--- src/rtl/feistel_cipher_core_if.sv ---
// Handshake and data bundle for feistel_cipher_core.
// The host drives requests and out_ready; the core returns readiness, the result and status.
interface feistel_cipher_core_if #(
    parameter int WORD_W = 32
);
    logic                  start;
    logic                  in_ready;
    logic                  mode;
    logic [4*WORD_W-1:0]   plain_in;
    logic [2*WORD_W-1:0]   key_in;
    logic                  out_valid;
    logic                  out_ready;
    logic [4*WORD_W-1:0]   cipher_out;
    logic                  busy;

    modport master (
        output start, mode, plain_in, key_in, out_ready,
        input  in_ready, out_valid, cipher_out, busy
    );

    modport slave (
        input  start, mode, plain_in, key_in, out_ready,
        output in_ready, out_valid, cipher_out, busy
    );
endinterface

--- src/rtl/feistel_cipher_core.sv ---
// Iterative unbalanced-Feistel cipher, one round per clock, with a cached round-key schedule.
// Encrypt and decrypt share the datapath; decrypt just walks the round keys backwards.
module feistel_cipher_core #(
    parameter int          WORD_W  = 32,
    parameter int          ROUNDS  = 32,
    parameter int          ROT1    = 2,
    parameter int          ROT2    = 10,
    parameter logic [31:0] CK_STEP = 32'h9E3779B9
) (
    input  logic                 clock,
    input  logic                 reset,
    feistel_cipher_core_if.slave bus
);

    localparam int CNT_W = 6;

    typedef logic [WORD_W-1:0] word_t;
    typedef enum logic [1:0] {S_IDLE, S_KEYEXP, S_RUN, S_DONE} state_t;

    localparam word_t            CK_INC = CK_STEP[WORD_W-1:0];
    localparam logic [CNT_W-1:0] LAST   = CNT_W'(ROUNDS - 1);

    function automatic word_t rotl(input word_t x, input int n);
        return (x << n) | (x >> (WORD_W - n));
    endfunction

    function automatic word_t t_fn(input word_t x);
        return (x ^ rotl(x, ROT1)) + rotl(x, ROT2);
    endfunction

    state_t              state_q, state_d;
    logic [CNT_W-1:0]    cnt_q, cnt_d;
    logic                mode_q, mode_d;
    word_t               x_q [4];
    word_t               x_d [4];
    word_t               ka_q, ka_d;
    word_t               kb_q, kb_d;
    word_t               ck_q, ck_d;
    logic [2*WORD_W-1:0] key_q, key_d;
    logic [2*WORD_W-1:0] cached_key_q, cached_key_d;
    logic                key_vld_q, key_vld_d;
    logic                in_ready_q, in_ready_d;
    logic                busy_q, busy_d;
    logic                out_valid_q, out_valid_d;
    logic [4*WORD_W-1:0] cipher_q, cipher_d;

    word_t               rk_q [ROUNDS];
    logic                rk_we;
    logic [CNT_W-1:0]    rk_idx;
    word_t               rk_rd;
    word_t               k_new;
    word_t               x_new;
    word_t               plain_w [4];

    // X0 sits in the most significant word of the incoming block.
    generate
        for (genvar gi = 0; gi < 4; gi++) begin : g_unpack
            assign plain_w[gi] = bus.plain_in[(3-gi)*WORD_W +: WORD_W];
        end
    endgenerate

    assign rk_idx = mode_q ? (LAST - cnt_q) : cnt_q;
    assign rk_rd  = rk_q[rk_idx];
    assign k_new  = ka_q ^ t_fn(kb_q ^ ck_q);
    assign x_new  = x_q[0] ^ t_fn(x_q[1] ^ x_q[2] ^ x_q[3] ^ rk_rd);

    always_comb begin
        state_d      = state_q;
        cnt_d        = cnt_q;
        mode_d       = mode_q;
        x_d          = x_q;
        ka_d         = ka_q;
        kb_d         = kb_q;
        ck_d         = ck_q;
        key_d        = key_q;
        cached_key_d = cached_key_q;
        key_vld_d    = key_vld_q;
        in_ready_d   = in_ready_q;
        busy_d       = busy_q;
        out_valid_d  = out_valid_q;
        cipher_d     = cipher_q;
        rk_we        = 1'b0;

        case (state_q)
            S_IDLE: begin
                if (bus.start) begin
                    mode_d     = bus.mode;
                    x_d        = plain_w;
                    key_d      = bus.key_in;
                    cnt_d      = '0;
                    in_ready_d = 1'b0;
                    busy_d     = 1'b1;
                    if (key_vld_q && (bus.key_in == cached_key_q)) begin
                        state_d = S_RUN;
                    end else begin
                        // The schedule is about to be overwritten, so the cache stops being trustworthy now.
                        state_d   = S_KEYEXP;
                        key_vld_d = 1'b0;
                        ka_d      = bus.key_in[2*WORD_W-1:WORD_W];
                        kb_d      = bus.key_in[WORD_W-1:0];
                        ck_d      = '0;
                    end
                end
            end
            S_KEYEXP: begin
                rk_we = 1'b1;
                ka_d  = kb_q;
                kb_d  = k_new;
                ck_d  = ck_q + CK_INC;
                cnt_d = cnt_q + CNT_W'(1);
                if (cnt_q == LAST) begin
                    state_d      = S_RUN;
                    cnt_d        = '0;
                    key_vld_d    = 1'b1;
                    cached_key_d = key_q;
                end
            end
            S_RUN: begin
                x_d[0] = x_q[1];
                x_d[1] = x_q[2];
                x_d[2] = x_q[3];
                x_d[3] = x_new;
                cnt_d  = cnt_q + CNT_W'(1);
                if (cnt_q == LAST) begin
                    state_d     = S_DONE;
                    busy_d      = 1'b0;
                    out_valid_d = 1'b1;
                    cipher_d    = {x_new, x_q[3], x_q[2], x_q[1]};
                end
            end
            S_DONE: begin
                if (bus.out_ready) begin
                    state_d     = S_IDLE;
                    out_valid_d = 1'b0;
                    in_ready_d  = 1'b1;
                end
            end
            default: state_d = S_IDLE;
        endcase
    end

    always_ff @(posedge clock) begin
        if (reset) begin
            state_q      <= S_IDLE;
            cnt_q        <= '0;
            mode_q       <= 1'b0;
            x_q          <= '{default: '0};
            ka_q         <= '0;
            kb_q         <= '0;
            ck_q         <= '0;
            key_q        <= '0;
            cached_key_q <= '0;
            key_vld_q    <= 1'b0;
            in_ready_q   <= 1'b1;
            busy_q       <= 1'b0;
            out_valid_q  <= 1'b0;
            cipher_q     <= '0;
        end else begin
            state_q      <= state_d;
            cnt_q        <= cnt_d;
            mode_q       <= mode_d;
            x_q          <= x_d;
            ka_q         <= ka_d;
            kb_q         <= kb_d;
            ck_q         <= ck_d;
            key_q        <= key_d;
            cached_key_q <= cached_key_d;
            key_vld_q    <= key_vld_d;
            in_ready_q   <= in_ready_d;
            busy_q       <= busy_d;
            out_valid_q  <= out_valid_d;
            cipher_q     <= cipher_d;
        end
    end

    // Round-key file needs no reset: key_vld gates every use of its contents.
    always_ff @(posedge clock) begin
        if (rk_we) begin
            rk_q[cnt_q] <= k_new;
        end
    end

    assign bus.in_ready   = in_ready_q;
    assign bus.busy       = busy_q;
    assign bus.out_valid  = out_valid_q;
    assign bus.cipher_out = cipher_q;

endmodule

--- src/flat_wrapper.sv ---
// flat-port wrapper written by rule: the top's interface ports become plain ports
module feistel_cipher_core_flat 
#(
    parameter int          WORD_W  = 32,
    parameter int          ROUNDS  = 32,
    parameter int          ROT1    = 2,
    parameter int          ROT2    = 10,
    parameter logic [31:0] CK_STEP = 32'h9E3779B9
)
  (clock, reset, bus_start, bus_mode, bus_plain_in, bus_key_in, bus_out_ready, bus_in_ready, bus_out_valid, bus_cipher_out, bus_busy);
  feistel_cipher_core_if #(.WORD_W(WORD_W)) bus_i ();
  input  logic clock;
  input  logic reset;
  input wire logic [$bits(bus_i.start)-1:0] bus_start;
  input wire logic [$bits(bus_i.mode)-1:0] bus_mode;
  input wire logic [$bits(bus_i.plain_in)-1:0] bus_plain_in;
  input wire logic [$bits(bus_i.key_in)-1:0] bus_key_in;
  input wire logic [$bits(bus_i.out_ready)-1:0] bus_out_ready;
  output wire logic [$bits(bus_i.in_ready)-1:0] bus_in_ready;
  output wire logic [$bits(bus_i.out_valid)-1:0] bus_out_valid;
  output wire logic [$bits(bus_i.cipher_out)-1:0] bus_cipher_out;
  output wire logic [$bits(bus_i.busy)-1:0] bus_busy;
  assign bus_i.start = bus_start;
  assign bus_i.mode = bus_mode;
  assign bus_i.plain_in = bus_plain_in;
  assign bus_i.key_in = bus_key_in;
  assign bus_i.out_ready = bus_out_ready;
  assign bus_in_ready = bus_i.in_ready;
  assign bus_out_valid = bus_i.out_valid;
  assign bus_cipher_out = bus_i.cipher_out;
  assign bus_busy = bus_i.busy;
  feistel_cipher_core #(.WORD_W(WORD_W), .ROUNDS(ROUNDS), .ROT1(ROT1), .ROT2(ROT2), .CK_STEP(CK_STEP)) u_core (.clock(clock), .reset(reset), .bus(bus_i));
endmodule
--- config.mk ---
export PLATFORM = sky130hd
export DESIGN_NAME = feistel_cipher_core_flat
export DESIGN_NICKNAME = d
export VERILOG_FILES = /design/src/rtl/feistel_cipher_core_if.sv /design/src/rtl/feistel_cipher_core.sv /design/src/flat_wrapper.sv
export SDC_FILE = /design/constraint.sdc
export NUM_CORES = 2
export LEC_CHECK = 0
export CAP_MARGIN = 20
export CORE_MARGIN = 2
export CORE_UTILIZATION = 45
export DETAILED_ROUTE_END_ITERATION = 12
export DONT_BUFFER_PORTS = 1
export HOLD_SLACK_MARGIN = 0.08
export PLACE_DENSITY = 0.7
export SYNTH_ARGS = -nofsm -noshare
export SYNTH_HDL_FRONTEND = slang
export SYNTH_SLANG_ARGS = --single-unit
--- constraint.sdc ---
create_clock -name clock -period 7.05 [get_ports clock]
set_clock_uncertainty 0.1 [all_clocks]
set_input_delay 1.0575 -clock clock [delete_from_list [all_inputs] [get_ports clock]]
set_output_delay 1.0575 -clock clock [all_outputs]
set_load 0.02 [all_outputs]
==> flow_summary.ini <==
[status]
status = completed

[worst_hold_path]
hold_class = in -> reg
holdPathEnd = u_core.bus.cipher_out[80]$_SDFFE_PP0P_
holdPathStages = 1
min_from = reset

[place]
port_buffers = 0
hpwl_um = 142000
gp_routability_congestion = 0.928

[critical_path]
reg2reg_from = u_core.cnt_q[0]$_SDFFE_PP0P_
startpoint_type = flip-flop
worstPathArrival_ns = 7.22
crit_type = reg -> reg
r2r-end = u_core.bus.cipher_out[124]$_SDFFE_PP0P_
cp-end-kind = flip-flop
required_ns = 7.62
cp_max_fo = 53
r2r_setup_slack_ns = 0.40
reg2regPathDepth = 23

[timing]
worst_slew_pin_slew_ns = 1.23
max_freq_mhz = 150
maxSlewHeadroom = 0.178
setup_viol = 0
final_max_slew_viol_count = 0
fin_crit_ns = 6.65
hold_viol_final = 0
min_period_over_period = 0.943
tns_ns = 0
rsz0062_at_grt = false

[detailed_routing]
drtIter0Drc = 6462
ant_nets = 0
drc = 0
dr.pass1.iters = 5
vias = 48084
routed_wl_um = 215000
via_per_inst = 6.36
routedWlPerCell_um = 28.5

[final_layout]
layout.nets = 5608
area_growth_pct = 11.7
fillerInstances = 13044
multi_input_area_sq_um = 29500
drive_gt1_frac = 0.187
seqCellArea_sq_um = 40600

[synthesis]
synthCells = 5350
synth-seq-cells = 1517
yosysWarningCount = 0
synth_flop_cell = edfxtp_1
postSynthNetCount = 5613
synth_area_sq_um = 71600
async_flop_share = 0
synth-edff-count = 1024
seq_area_frac_synth = 0.568
synth_cell_types = 101
synth_area_per_cell_sq_um = 13.4

[clocking]
cts_max_path_buffers = 3
postCtsSetupRepairBufs = 0
path_clk_slew_ns = 0.06
ctsResizeCount = 0
cts_tree = built
cts_sinks = 1517
clockRootBuffer = clkbuf_16
numCtsBuffers = 155
ctsHoldBuffers = 0
htree_levels = 4
clock_latency_ns = 0.81

[grt]
grt_pass1_vias = 45481
antenna_found_initial = 10
grt_pass1_wl_um = 310000
grt_max_degree = 446
grt_usage = 0.259
gr-total-overflow = 0

[floorplanning]
die_w_um = 403
die_area_sq_um = 162000
initial_utilization = 0.452
rows = 146
core_sq_um = 158000
num_io_pins = 328
dieHeight_um = 403

[job]
max-cap-violations = 0
state kept, by name, indices dropped and copies added, names as in the netlist, 2 cells and up:
name,count
u_core.ck_q,32
u_core.cnt_q,6
u_core.rk_q,1024
u_core.state_q,2
u_core.cached_key_q,64
u_core.ka_q,32
u_core.bus.cipher_out,128
u_core.x_q,128
u_core.key_q,64
u_core.kb_q,32
synth_stat cells (all sizes together), types with 11 or more instances:
| master | n | area share |
|---|---|---|
| a211oi | 169 | 0.018 |
| inv | 67 | 0.0035 |
| mux2i | 272 | 0.038 |
| nand4 | 21 | 0.0018 |
| a31oi | 30 | 0.0026 |
| mux4 | 445 | 0.14 |
| a21oi | 364 | 0.026 |
| a21o | 26 | 0.0027 |
| xnor2 | 249 | 0.032 |
| and3 | 25 | 0.0022 |
| edfxtp | 1024 | 0.43 |
| nor4 | 16 | 0.0014 |
| nor2 | 324 | 0.017 |
| buf | 149 | 0.015 |
| nand2 | 678 | 0.036 |
| or3 | 22 | 0.0019 |
| xor2 | 160 | 0.020 |
| nand3 | 87 | 0.0061 |
| o211ai | 12 | 0.0013 |
| nand2b | 14 | 0.0012 |
| o22ai | 18 | 0.0017 |
| nor3 | 21 | 0.0015 |
| clkbuf | 206 | 0.011 |
| dfxtp | 493 | 0.14 |
| nor2b | 29 | 0.0025 |
| and2 | 18 | 0.0016 |
| o21ai | 81 | 0.0057 |
| mux2 | 11 | 0.0017 |
| ha | 64 | 0.011 |
| a22oi | 95 | 0.010 |
cell families (layout without fill, tap and decap cells):
kind of cell    Yosys count  count (layout)  share of synthesized area
compound gates          897             897                     0.0799
simple gates           1303            1303                     0.0783
other cells               0               9                          0
xor+xnor                410             410                     0.0521
mux                     728             728                      0.180
flops                  1517            1517                      0.568
buf+inv                 424             550                     0.0296
fa+ha+maj                71              71                     0.0124
critical path, stage by stage (launching register included):
cell and delay (ns):
dfxtp_4 0.63, buf_12 0.27, buf_12 0.38, mux4_2 0.56
mux4_2 0.49, nand2_1 0.12, a31oi_1 0.32, xnor2_2 0.40
xnor2_1 0.11, ha_1 0.24, inv_1 0.08, fa_1 0.29
nor3b_1 0.10, nor2b_1 0.14, a2111oi_0 0.42, buf_4 0.20
nand3_1 0.07, nand3_1 0.15, o22ai_2 0.14, o311ai_1 0.39
o2111a_1 0.27, o31ai_2 0.08, nor4b_1 0.17, a311o_1 0.34
placed cells by master (no fill, tap or decap), types with 18 or more instances in the layout:
cell type / count
a211oi_1: 169
a21o_1: 25
a21oi_1: 362
a22oi_1: 95
a31oi_1: 30
and3_1: 25
buf_12: 18
buf_4: 173
clkbuf_1: 29
clkbuf_16: 158
clkinv_1: 23
clkinv_2: 28
dfxtp_1: 488
edfxtp_1: 1024
ha_1: 62
inv_1: 65
mux2i_1: 270
mux4_2: 445
nand2_1: 675
nand3_1: 87
nand4_1: 21
nor2_1: 292
nor2_4: 29
nor2b_1: 26
o21ai_0: 72
or3_1: 22
xnor2_1: 211
xnor2_2: 35
xor2_1: 153
per-layer routing:
| metal | vias up | GRT usage | wire length (um) |
|---|---|---|---|
| li1 | 20290 | - | - |
| met1 | 24291 | 0.353 | 83800 |
| met2 | 2958 | 0.396 | 98300 |
| met3 | 543 | 0.0602 | 23300 |
| met4 | 2 | 0.115 | 9740 |
| met5 | - | 0 | 18 |
how the worst max path moves through the flow:
| stage | start | end | slack, ns | cells past startpoint |
|---|---|---|---|---|
| final | u_core.cnt_q[0]$_SDFFE_PP0P_ | u_core.bus.cipher_out[124]$_SDFFE_PP0P_ | 0.40 | 23 |
| after detailed placement | u_core.cnt_q[0]$_SDFFE_PP0P_ | u_core.bus.cipher_out[124]$_SDFFE_PP0P_ | 0.49 | 23 |
| after global routing | u_core.mode_q$_SDFFE_PP0P_ | u_core.bus.cipher_out[124]$_SDFFE_PP0P_ | 0.06 | 24 |
| after floorplan | u_core.cnt_q[0]$_SDFFE_PP0P_ | u_core.bus.cipher_out[124]$_SDFFE_PP0P_ | 0.19 | 30 |
| after global placement | u_core.cnt_q[0]$_SDFFE_PP0P_ | u_core.bus.cipher_out[124]$_SDFFE_PP0P_ | 0.44 | 21 |
| after CTS | u_core.cnt_q[0]$_SDFFE_PP0P_ | u_core.bus.cipher_out[124]$_SDFFE_PP0P_ | 0.45 | 23 |
through the flow:
stage,instance area (sq um),setup slack [ns],std cells,hold WS (ns),utilization
final,79900,0.399,7557,0.266,0.505
after global routing,79900,0.0649,7555,0.244,0.505
after CTS,79900,0.452,7548,0.214,0.505
after detailed placement,74600,0.489,7260,0.342,0.472
after global placement,74600,0.438,7258,0.335,0.472
after floorplan,71600,0.188,5350,0.332,-
cell type report:
type	count	share of cell area
antenna	9	0.000282
clock buffer	199	0.0529
clock inverter	89	0.0126
inverter	69	0.00324
multi-input combinational	3409	0.369
sequential	1517	0.508
tap	2072	0.0324
timing repair buffer	193	0.0214
Power is not shown: default switching activity piles up to over one toggle a cycle in this logic, so the estimate is an artifact.
